## config.mk

```make
export PLATFORM = sky130hd
export DESIGN_NAME = irq_request_latch
export DESIGN_NICKNAME = d
export VERILOG_FILES = /design/src/rtl/irq_request_latch.sv
export SDC_FILE = /design/constraint.sdc
export NUM_CORES = 1
export LEC_CHECK = 0
export CAP_MARGIN = 5
export CORE_MARGIN = 2
export CORE_UTILIZATION = 35
export DETAILED_ROUTE_END_ITERATION = 16
export PLACE_DENSITY = 0.64
export SLEW_MARGIN = 15
export SYNTH_ARGS = -nofsm -noshare
export SYNTH_HDL_FRONTEND = slang
export SYNTH_SLANG_ARGS = --single-unit
export TNS_END_PERCENT = 5
```

## constraint.sdc

```tcl
create_clock -name clk -period 2.04 [get_ports clk]
set_input_delay 0.306 -clock clk [delete_from_list [all_inputs] [get_ports clk]]
set_output_delay 0.306 -clock clk [all_outputs]
set_load 0.005 [all_outputs]
```

## src/rtl/irq_request_latch.sv

```systemverilog
// Interrupt request latch feeding the 8-input priority encoder: synchronise, latch, mask, nest, ack/eoi.
// Optional IRQ_LEVEL_TRIG_EN: pending follows the synchronised level instead of latching edges.
module irq_request_latch #(
    parameter int SYNC_STAGES = 2
) (
    input  logic       clk,
    input  logic       rst,
    input  logic [7:0] irq_in,
    input  logic       mask_wr,
    input  logic [7:0] mask_data,
    output logic [7:0] req_out,
    output logic       req_any,
    input  logic       ack,
    input  logic [2:0] ack_code,
    input  logic       eoi,
    input  logic [2:0] eoi_code,
    output logic [7:0] in_service,
    output logic       ack_err
);

    logic [7:0] sync_q [SYNC_STAGES];
    logic [7:0] sync_last;
    logic [7:0] pending;
    logic [7:0] mask;
    logic [7:0] blocked;
    logic [7:0] ack_hot;
    logic [7:0] eoi_hot;
    logic       ack_ok;
    logic [7:0] pending_nxt;
    logic [7:0] in_service_nxt;

`ifndef IRQ_LEVEL_TRIG_EN
    logic [7:0] hist;
    logic [7:0] rise;
`endif

    assign sync_last = sync_q[SYNC_STAGES-1];

    // A source is blocked when any in-service source has equal or higher index.
    always_comb begin
        blocked = '0;
        for (int k = 0; k < 8; k++) begin
            blocked[k] = |(in_service >> k);
        end
    end

    assign req_out = pending & mask & ~blocked;
    assign req_any = |req_out;

    assign ack_hot = 8'b1 << ack_code;
    assign eoi_hot = 8'b1 << eoi_code;
    assign ack_ok  = ack & req_out[ack_code];

    always_comb begin
`ifdef IRQ_LEVEL_TRIG_EN
        pending_nxt = sync_last;
`else
        pending_nxt = (pending & ~(ack_ok ? ack_hot : 8'h00)) | rise;
`endif
        // eoi retires first so an ack of the same code leaves the bit set.
        in_service_nxt = (in_service & ~(eoi ? eoi_hot : 8'h00)) | (ack_ok ? ack_hot : 8'h00);
    end

`ifndef IRQ_LEVEL_TRIG_EN
    assign rise = sync_last & ~hist;

    always_ff @(posedge clk) begin
        if (rst) begin
            hist <= '0;
        end else begin
            hist <= sync_last;
        end
    end
`endif

    always_ff @(posedge clk) begin
        if (rst) begin
            for (int i = 0; i < SYNC_STAGES; i++) begin
                sync_q[i] <= '0;
            end
            pending    <= '0;
            in_service <= '0;
            mask       <= '0;
            ack_err    <= 1'b0;
        end else begin
            sync_q[0] <= irq_in;
            for (int i = 1; i < SYNC_STAGES; i++) begin
                sync_q[i] <= sync_q[i-1];
            end
            pending    <= pending_nxt;
            in_service <= in_service_nxt;
            if (mask_wr) begin
                mask <= mask_data;
            end
            ack_err <= ack & ~req_out[ack_code];
        end
    end

endmodule

```

==> impl_metrics.yaml <==
clock_tree:
  clock_sinks: 49
  clk_pin_slew_worst_paths_ns: 0.09
  cts_buffers: 5
  cts_buffer_depth: 2
  clk_latency_ns: 0.30
  tritoncts: "done"
  h-tree-depth: 2
  ctsRootBufferMaster: "clkbuf_8"
logic_synthesis:
  syn-num-nets: 230
  synthMuxAreaShare_pct: 4.211
  yosysTopAreaCellShare_pct: 51.58
  yosysTopAreaCell: "dfxtp_1"
  async_flop_share_pct: 0
  synth_fa_ha_area_share_pct: 0
  synthSimpleGateAreaFrac_pct: 29.47
  synth.cells.most_frequent: "49 x dfxtp_1, 30 x nor2b_1, 22 x nor2_1"
  yosysMostFrequentCell: "dfxtp_1"
  synth_compound_area_share_pct: 12.04
  ys_seq_area_share_pct: 51.58
  synthCells: 203
  synth_flop_cell: "dfxtp_1"
  synth-xor-area-share_pct: 0
  ys_warn_count: 0
  syn_area_per_cell_um2: 9.369
  ys_types: 33
  synth_seq_cells: 49
  yosys-top-cells-area: "dfxtp_1 52%, nor2b_1 9.9%, a21oi_1 4.5%, nor2_1 4.3%, mux2i_1 4.2%"
  syn_area_um2: 1902
  synth_edf_count: 0
  synth_top_family_by_area: "simple AND/OR/NAND/NOR gates"
sta:
  drv_slew: 0
  period_needed_ns: 2.008
  hold_viol: 0
  tightest_slew_ns: 0.5024
  finalSetupTns_ns: 0
  rsz0062_at_grt: "true"
  slew_headroom_pct: 66.40
  setup_violations: 0
  worst_clock_skew_ns: 0.006497
  fmax_mhz: 498.0
  post-route-period-util_pct: 98.44
finish:
  insertedDiodeCount: 0
  area_growth_pct: 44.14
  final_core_util_pct: 53.00
  fin_area_um2: 2741
  num-nets-final: 300
  drive_above_1_share_pct: 20.07
  stdcell_count: 344
detailed_routing:
  drc_errors: 0
  viasPerCell: 4.791
  detail_route.iter0.violations: 51
  first_pass_iters: 4
  ant_nets: 0
  num_vias: 1648
  routed_wirelength_mm: 4.478
  wire_per_inst_um: 13.02
floorplan:
  fp-row-count: 26
  core_um2: 5172
  die_h_um: 77.72
  die_w_um: 77.72
  die_area_um2: 6040
  ios: 45
  start_util_pct: 36.77
setup_path:
  crit_required_ns: 1.73
  crit_arrival_ns: 1.70
  start_kind: "flip-flop"
  endpoint_kind: "output pin"
  crit_type: "reg2out"
  cp_max_fo: 4
global_route:
  grt_pass1_wl_mm: 7.217
  antenna_found_initial: 0
  first_global_vias: 1519
  grt_usage_pct: 15.38
  grt_max_degree: 25
  grt_overflow: 0
pwr:
  finalPower_mw: 1.908
  ir_drop_uv: 475.1
  power_leakage_nw: 1.133
  p_per_area_nw_per_um2: 696.1
run_status:
  status: "completed"
placement:
  dp_cells: 333
  io_buffers: 44
  routabilityCongestion: 0.8901
  placed_cell_area_um2: 2581
  place_hpwl_mm: 3.303
worst_hold_path:
  hp-class: "reg2reg"
run:
  cap_violations: 0
## stage by stage
stage / hold WS, ns / setup WS [ns]
floorplan: 0.4070 / 0.2620
global placement: 0.4161 / -0.01693
detailed placement: 0.4234 / -0.04513
CTS: 0.4446 / -0.1241
global route: 0.4629 / -0.05154
finish: 0.4426 / 0.03180
## critical path, cell delays in order, from the launching register on
cell and delay (ns):
dfxtp_2 0.37, or4_4 0.17, nor2_4 0.04, or4_4 0.52
a31o_1 0.19, clkbuf_2 0.11
## layer usage
layer  track usage, %  wire (um)  part of all wire [%]
met4            6.607         63                   1.4
met2            22.16       1990                    44
met3            5.000        291                   6.5
met1            20.96       2132                    48
met5                0          0                     0
## layout by cell type, fill, tap and decap left out, types with 2 or more instances in the layout
cell and n:
or4_4 2, nor2b_1 30, nand3_1 2, clkdlybuf4s50_1 37
a21oi_1 16, o21ai_0 8, buf_4 29, nand4_1 2
mux2i_1 8, dfxtp_1 46, nand3b_1 3, clkbuf_8 6
o31ai_1 2, nand4bb_1 2, inv_1 4, nand2b_1 7
nand2_1 9, or3_1 3, dfxtp_2 3, o41ai_1 4
nor3_1 4, clkbuf_2 4, nor2_1 20, o211a_1 2
## final cells by class
type                       instances  area, um2
sequential                        49      984.7
inverter                           4      15.01
fill                             487       2431
timing repair buffer              72      629.4
clock buffer                       6      82.58
tap                               70      87.58
multi-input combinational        141      904.6
clock inverter                     2      37.54
## sequential cells by signal, indices dropped and copies added, names as in the netlist
register	count
mask	8
ack_err	1
in_service	8
sync_q	16
hist	8
pending	8
## timing repair
| action | in CTS | in global routing |
|---|---|---|
| pin swaps | 2 | 4 |
| endpoints found under the setup margin | 6 | 6 |
| gates resized for setup | 13 | 15 |
| buffers inserted | 1 | 2 |
| hold buffers | 0 | 0 |
| cloned | 0 | 0 |
## power by group
group	total (mW)	internal, mW	switching, mW
registers	1.01	0.994	0.0163
logic	0.184	0.107	0.0770
clock network	0.714	0.398	0.316
total	1.91	1.50	0.409
## logic make-up after synthesis
group | after synthesis
multiplexers | 8
flip-flops | 49
AND/OR/NAND/NOR | 96
AO/OA/AOI/OAI | 37
buffers and inverters | 13
## final timing paths
check	end	startpoint	cells after the start	slack [ns]
hold / removal	sync_q[0][9]	sync_q[0][1]	1	0.44
hold reg to reg	sync_q[0][9]	sync_q[0][1]	1	0.44
setup reg to reg	ack_err	in_service[6]	5	0.18
setup / recovery	req_any	in_service[6]	5	0.03
(Power assumes the default switching activity.)
